### config.mk
export PLATFORM = sky130hd
export DESIGN_NAME = cic_frame_arbiter
export DESIGN_NICKNAME = d
export VERILOG_FILES = /design/src/rtl/cic_frame_arbiter.sv
export SDC_FILE = /design/constraint.sdc
export NUM_CORES = 1
export LEC_CHECK = 0
export ABC_AREA = 1
export ABC_CLOCK_PERIOD_IN_PS = 1520
export BUFFER_PORTS_ARGS = -buffer_cell sky130_fd_sc_hd__buf_2
export CAP_MARGIN = 15
export CORE_ASPECT_RATIO = 0.8
export CORE_UTILIZATION = 45
export DETAILED_ROUTE_END_ITERATION = 8
export HOLD_SLACK_MARGIN = 0.1
export PLACE_DENSITY_LB_ADDON = 0.12
export SLEW_MARGIN = 0
export SYNTH_ARGS = -nofsm -noshare
export SYNTH_HDL_FRONTEND = slang
export SYNTH_SLANG_ARGS = --single-unit
### constraint.sdc
create_clock -name aclk -period 1.52 [get_ports aclk]
set_input_delay 0.152 -clock aclk [delete_from_list [all_inputs] [get_ports aclk]]
set_output_delay 0.152 -clock aclk [all_outputs]
set_load 0.03 [all_outputs]
### src/rtl/cic_frame_arbiter.sv
// cic_frame_arbiter: round-robin arbiter muxing two framed streams into a CIC decimator, with MAX_LEN truncation and a post-frame settling gap
module cic_frame_arbiter #(
  parameter int DATA_W     = 16,
  parameter int MAX_LEN    = 4096,
  parameter int GAP_CYCLES = 8
) (
  input  logic              aclk,
  input  logic              areset,
  input  logic [DATA_W-1:0] s0_axis_tdata,
  input  logic              s0_axis_tvalid,
  input  logic              s0_axis_tlast,
  output logic              s0_axis_tready,
  input  logic [DATA_W-1:0] s1_axis_tdata,
  input  logic              s1_axis_tvalid,
  input  logic              s1_axis_tlast,
  output logic              s1_axis_tready,
  output logic [DATA_W-1:0] m_axis_tdata,
  output logic              m_axis_tvalid,
  output logic              m_axis_tlast,
  output logic              m_axis_tuser,
  input  logic              m_axis_tready,
  output logic              grant_id,
  output logic              busy,
  output logic              frame_done,
  output logic              trunc
);
  localparam int CW = $clog2(MAX_LEN + 1);
  localparam int GW = GAP_CYCLES > 1 ? $clog2(GAP_CYCLES) : 1;
  typedef enum logic [1:0] {IDLE, GRANT, GAP} state_t;
  state_t        state_q;
  logic [CW-1:0] cnt_q;
  logic [GW-1:0] gap_q;
  logic          grant_q, last_q;
  logic          in_valid, in_last, at_max, accept;
  assign in_valid       = grant_q ? s1_axis_tvalid : s0_axis_tvalid;
  assign in_last        = grant_q ? s1_axis_tlast : s0_axis_tlast;
  assign at_max         = cnt_q == CW'(MAX_LEN - 1);
  assign m_axis_tvalid  = state_q == GRANT && in_valid;
  assign m_axis_tdata   = grant_q ? s1_axis_tdata : s0_axis_tdata;
  assign m_axis_tlast   = m_axis_tvalid && (in_last || at_max);
  assign m_axis_tuser   = grant_q;
  assign s0_axis_tready = state_q == GRANT && !grant_q && m_axis_tready;
  assign s1_axis_tready = state_q == GRANT && grant_q && m_axis_tready;
  assign accept         = m_axis_tvalid && m_axis_tready;
  assign frame_done     = accept && (in_last || at_max);
  assign trunc          = accept && at_max && !in_last;
  assign busy           = state_q != IDLE;
  assign grant_id       = grant_q;
  always_ff @(posedge aclk) begin
    if (areset) begin
      state_q <= IDLE;
      cnt_q   <= '0;
      gap_q   <= '0;
      grant_q <= 1'b0;
      last_q  <= 1'b1;
    end else begin
      case (state_q)
        IDLE: if (s0_axis_tvalid || s1_axis_tvalid) begin
          grant_q <= (s0_axis_tvalid && s1_axis_tvalid) ? !last_q : s1_axis_tvalid;
          state_q <= GRANT;
        end
        GRANT: if (accept) begin
          if (frame_done) begin
            cnt_q   <= '0;
            last_q  <= grant_q;
            gap_q   <= GW'(GAP_CYCLES - 1);
            state_q <= GAP_CYCLES == 0 ? IDLE : GAP;
          end else cnt_q <= cnt_q + CW'(1);
        end
        GAP: begin
          gap_q <= gap_q - GW'(1);
          if (gap_q == '0) state_q <= IDLE;
        end
        default: state_q <= IDLE;
      endcase
    end
  end
endmodule
# Yosys cells after proc, flatten, opt, wreduce, memory -nomap -nowiden
# Index checks and enable logic that the tools add are counted.
# totals
ff_bits	20
input_bits	39
elab_cells	52
# classes
addsub	2
n_eq_ne	7
mux	13
n_reduce_logical	25
# ops
cell	count
two-way mux 16 bit	1
adder 13 x 1 -> 13 bit (second input constant)	1
== test 13 x 12 -> 1 bit (second input constant)	1
two-way mux 13 bit	1
logical AND 1 bit	11
two-way mux 2 bit	4
inequality test 2 bit (second input constant)	4
two-way mux 3 bit	2
case mux 2 bit (3 select lines)	1
case mux 3 bit (2 select lines)	1
AND reduction 3 bit	2
AND reduction 2 bit	2
AND reduction 4 bit	1
nonzero test 2 bit	2
zero test 1 bit	3
zero test 3 bit	1
two-way mux 1 bit	3
subtractor 3 x 1 -> 3 bit (second input constant)	1
== test 2 x 1 -> 1 bit (second input constant)	1
== test 2 bit (second input constant)	1
zero test 2 bit	1
logical OR 1 bit	2

# Depth between registers and ports, before layout
# depth
depth_word	7
depth_mapped	10
depth_no_buf	10

# Worst setup path after synthesis
# OpenSTA, ideal clock, no wires.
# synth_timing
kind	register to output
startpoint	reg grant_q, in the netlist grant_id
endpoint	out trunc
t_arrival_ns	1.776
required_ns	1.368
path_slack_ns	-0.408
stages_incl_launch_ff	6
path_buffers	1
cell_sequence	dfxtp_1 nand2_1 nand2_1 nand3_2 buf_6 nor3b_1
# synth_between
elab_chain_len	5
# synth_lines
element	line_no	text
start, declared	33	logic grant_q, last_q;
start signal, assigned	59	grant_q <= (s0_axis_tvalid && s1_axis_tvalid) ? !last_q : s1_axis_tvalid;
two-way mux 1 bit	35	assign in_valid = grant_q ? s1_axis_tvalid : s0_axis_tvalid;
logical AND 1 bit	38	assign m_axis_tvalid = state_q == GRANT && in_valid;
logical AND 1 bit	44	assign accept = m_axis_tvalid && m_axis_tready;
logical AND 1 bit	46	assign trunc = accept && at_max && !in_last;
logical AND 1 bit *	46	
end, declared	25	output logic trunc
# Mark *: on every way between the ends. The rest lies on a longest branch, timed or not.

# Worst setup path after layout
# layout_timing
startpoint	reg cnt_q[1]
endpoint	out frame_done
# layout_between
elab_chain_len	3
# layout_lines
element	line_no	text
start, declared	31	logic [CW-1:0] cnt_q;
start signal, assigned	68	end else cnt_q <= cnt_q + CW'(1);
== test 13 x 12 -> 1 bit	37	assign at_max = cnt_q == CW'(MAX_LEN - 1);
logical OR 1 bit	45	assign frame_done = accept && (in_last || at_max);
logical AND 1 bit	45	
end, declared	24	output logic frame_done,
# Every way passes these cells.

==> metrics.md <==
| Metric | Value |
|---|---|
| Status | complete, but fails checks |
| Failing checks | negative setup slack |
| RePlAce Congestion | 0.786 |
| CTS tree | built |
| CP most frequent cell | nand2_4 |
| TritonCTS Buffers | 3 |
| GRT busiest layer | met2 |
| Global route overflow | 0 |
| Layout Utilization | 73.2% |
| Die X | 62.0 um |
| Design area | 2010 um^2 |
| PD cells | 637 nW/um^2 |
| Fillers | 241 |
| WP data required | 1.37 ns |
| Distinct cells, synth | 26 |
| Initial Utilization | 47.3% |
| Placed cells | 323 |
| Switching part of the total | 33.7% |
| Drt wl/cell | 10.0 um |
| Worst Hold Class | in2reg |
| Syn nets | 260 |
| Critical Path Stages | 8 |
| IO Pins | 64 |
| Smallest hold slack | 0.121 ns |
| Fin crit share | 105% |
| Skew final | 0.00625 ns |
| Max transition margin | 72.5% |
| Nets | 339 |
| Crit Path Class | reg2out |
| Bufs and invs on worst path | 2 |
| Area after DPL | 1730 um^2 |
| Layout cells sized above 1 | 40.5% |
| Worst VDD drop | 0.679 mV |
| Clock root buffer | clkbuf_4 |
| Die H | 50.0 um |
| Met1 usage in global routing | 27.7% |
| Antenna violation net count after detailed routing | 0 |
| CP startpoint | cnt_q[1] |
| Worst path max stage delay | 0.37 ns |
| Worst Hold Launch | s1_axis_tvalid |
| # port buffers | 63 |
| Clock Latency Late Sink | 0.30 ns |
| Grt met3 use | 6.56% |
| CORE AREA | 2740 um^2 |
| Slowest stage cell, crit path | dfxtp_2 |
| Crit. End Element | output port |
| Row cnt | 17 |
| Power share of the sequential group | 42.5% |
| Clock H-tree levels | 1 |
| Clock share of power | 24.2% |
| Max FO, Critical Path | 3 |
| Drt total wl | 3350 um |
| Critical-path cell list | ha_4, nand3_4, nor2_4, nand2_4, nand2_2, nand2_4, inv_2, buf_6 |
| First-pass GRT wire length | 5000 um |
| Sequential area share after synthesis | 30.9% |
| Post-DP HPWL | 2410 um |
| Final hold vios | 0 |
| Minimum clock period | 1.60 ns |
| Vias post-DR | 1505 |
| Total of max-cap violations | 0 |
| Antenna violations before repair | 0 |
| Share of the synthesized area in the top cell type | 30.9% |
| P&R area growth vs syn | 54.8% |
| Cells after Synth | 218 |
| Cell taking the most area after synthesis | dfxtp_1 |
| FF-to-FF Start | cnt_q[1] |
| Combinational power share | 33.2% |
| Syn Area/Cell | 5.95 um^2 |
| CP Data Arrival Time | 1.45 ns |
| P_int | 849 uW |
| LEAKAGE | 0.00108 uW |
| DR pass1 iterations | 6 |
| Slew @ Worst Pin | 0.413 ns |
| DR DRC count | 0 |
| Sink Count | 20 |
| RSZ-0062 raised after global routing | yes |
| Fmax | 624 MHz |
| Worst setup margin | -0.0834 ns |
| Die area | 3100 um^2 |
| Final setup fails | 3 |
| Pin count of the biggest net entering global routing | 18 |
| Vias/cell | 4.51 |
| R2R depth | 10 |
| Syn Std Cell Area | 1300 um^2 |
| Largest cells by area after synthesis | dfxtp_1 31%, nand2_1 23%, nor2_1 8.7%, inv_1 7.8%, nand3_1 7.7% |
| Tot GR Track Use | 21.4% |
| Clk slew on worst S/H paths | 0.11 ns |
| Ys Warns | 0 |
| Final std cells w/o fill | 334 |
| #FFs+latches synth | 20 |
| Max Slew Vio Count | 0 |
| ANT cells | 0 |
| Grt met2 use | 35.1% |
| Startpoint types | flip-flop |
| Vias in the first global route | 1248 |
| Delay-heaviest family, CP | simple AND/OR/NAND/NOR gates |
| Hold path cells | 3 |
| Initial DRC count | 81 |
| CTS max path bufs | 2 |
| Net Sw Power | 431 uW |
==> per-layer routing <==
| layer | up-vias | part of all wire, % | wire, um |
|---|---|---|---|
| met3 | 6 | 3.2 | 106 |
| met4 | 0 | 1.6 | 52 |
| met5 | - | 0 | 0 |
| li1 | 824 | - | - |
| met1 | 657 | 48 | 1620 |
| met2 | 18 | 47 | 1580 |
==> worst reg2reg max path, delay by kind of cell, from the launching register on <==
family                     cells  cell delay [ns]
adders and majority gates      1             0.15
and+or+nand+nor                7             0.55
DFF                            1             0.37
buffers and inverters          2             0.30
==> path summary, 6_finish.rpt <==
kind | end | slack, ns
setup reg to reg | cnt_q[8] | 0.05
hold / removal | grant_id | 0.12
setup / recovery | frame_done | -0.08
hold reg to reg | last_q | 0.48
==> Yosys cell counts (all sizes together) <==
cell type,number
buf,5
nor4,2
ha,3
nor3,3
xor2,3
nand2,83
o21ai,4
xnor2,1
dfxtp,20
clkbuf,2
a21oi,6
nand3b,1
nor3b,1
nor2,32
mux2i,2
nand3,21
inv,29
==> power groups by stage <==
stage	sequential [uW]	clock [uW]	combinational [uW]
final	544	310	425
after global routing	547	342	465
after CTS	543	328	388
after detailed placement	554	0	377
after global placement	554	0	374
after floorplan	558	0	239
==> state kept, by name, summed over array words and instances, names as in the netlist <==
register  cells
grant_id      1
cnt_q        13
state_q       2
last_q        1
gap_q         3
==> cell type report <==
cell class | count | area, um^2 | share of cell area, %
clock buffer | 4 | 36.3 | 1.81
inverter | 29 | 111 | 5.55
multi-input combinational | 162 | 872 | 43.4
sequential | 20 | 415 | 20.7
tap | 38 | 47.5 | 2.37
timing repair buffer | 81 | 526 | 26.2
==> cell usage in the layout, fill, tap and decap left out, types with 2 or more instances in the layout <==
cell,Yosys,routed
nor3_1,3,2
o21ai_1,2,2
dfxtp_2,0,9
nand2_1,81,77
nand2_4,1,2
nor2_1,30,25
xor2_1,3,3
nor2_2,2,5
buf_2,1,57
nand3_1,20,19
nor2_4,0,2
inv_1,27,25
ha_1,3,2
dfxtp_1,20,10
buf_6,2,4
buf_12,0,2
clkbuf_4,0,4
inv_2,2,3
nor4_4,0,2
o21ai_0,2,2
nand3_4,0,2
buf_4,1,15
a21oi_1,6,5
nand2_2,1,4
==> repair_timing <==
action,CTS,global route
gates resized for setup,21,28
cloned,0,1
hold buffers,1,0
buffers inserted,3,2
hold endpoints to repair,3,0
endpoints found under the setup margin,4,19
pin swaps,5,5
==> kinds of logic (layout without fill, tap and decap cells) <==
family | after synthesis | after routing | share of synthesized area (%)
and+or+nand+nor | 143 | 143 | 46.2
AOI/OAI and AO/OA | 10 | 10 | 3.86
buffers and inverters | 36 | 114 | 12.0
DFF | 20 | 20 | 30.9
xor gates and xnor gates | 4 | 4 | 2.70
muxes | 2 | 2 | 1.54
adders and majority gates | 3 | 3 | 2.89
==> stage by stage <==
stage          total power [uW]  setup slack [ns]  setup TNS (ns)
2_1_floorplan               798          0.000480               0
3_3_place_gp                928            0.0602               0
3_5_place_dp                932            0.0382               0
4_1_cts                    1260            -0.102          -0.237
5_1_grt                    1350            -0.170          -0.608
6_report                   1280           -0.0834          -0.191
No activity file was read; power rests on OpenSTA's default activity.
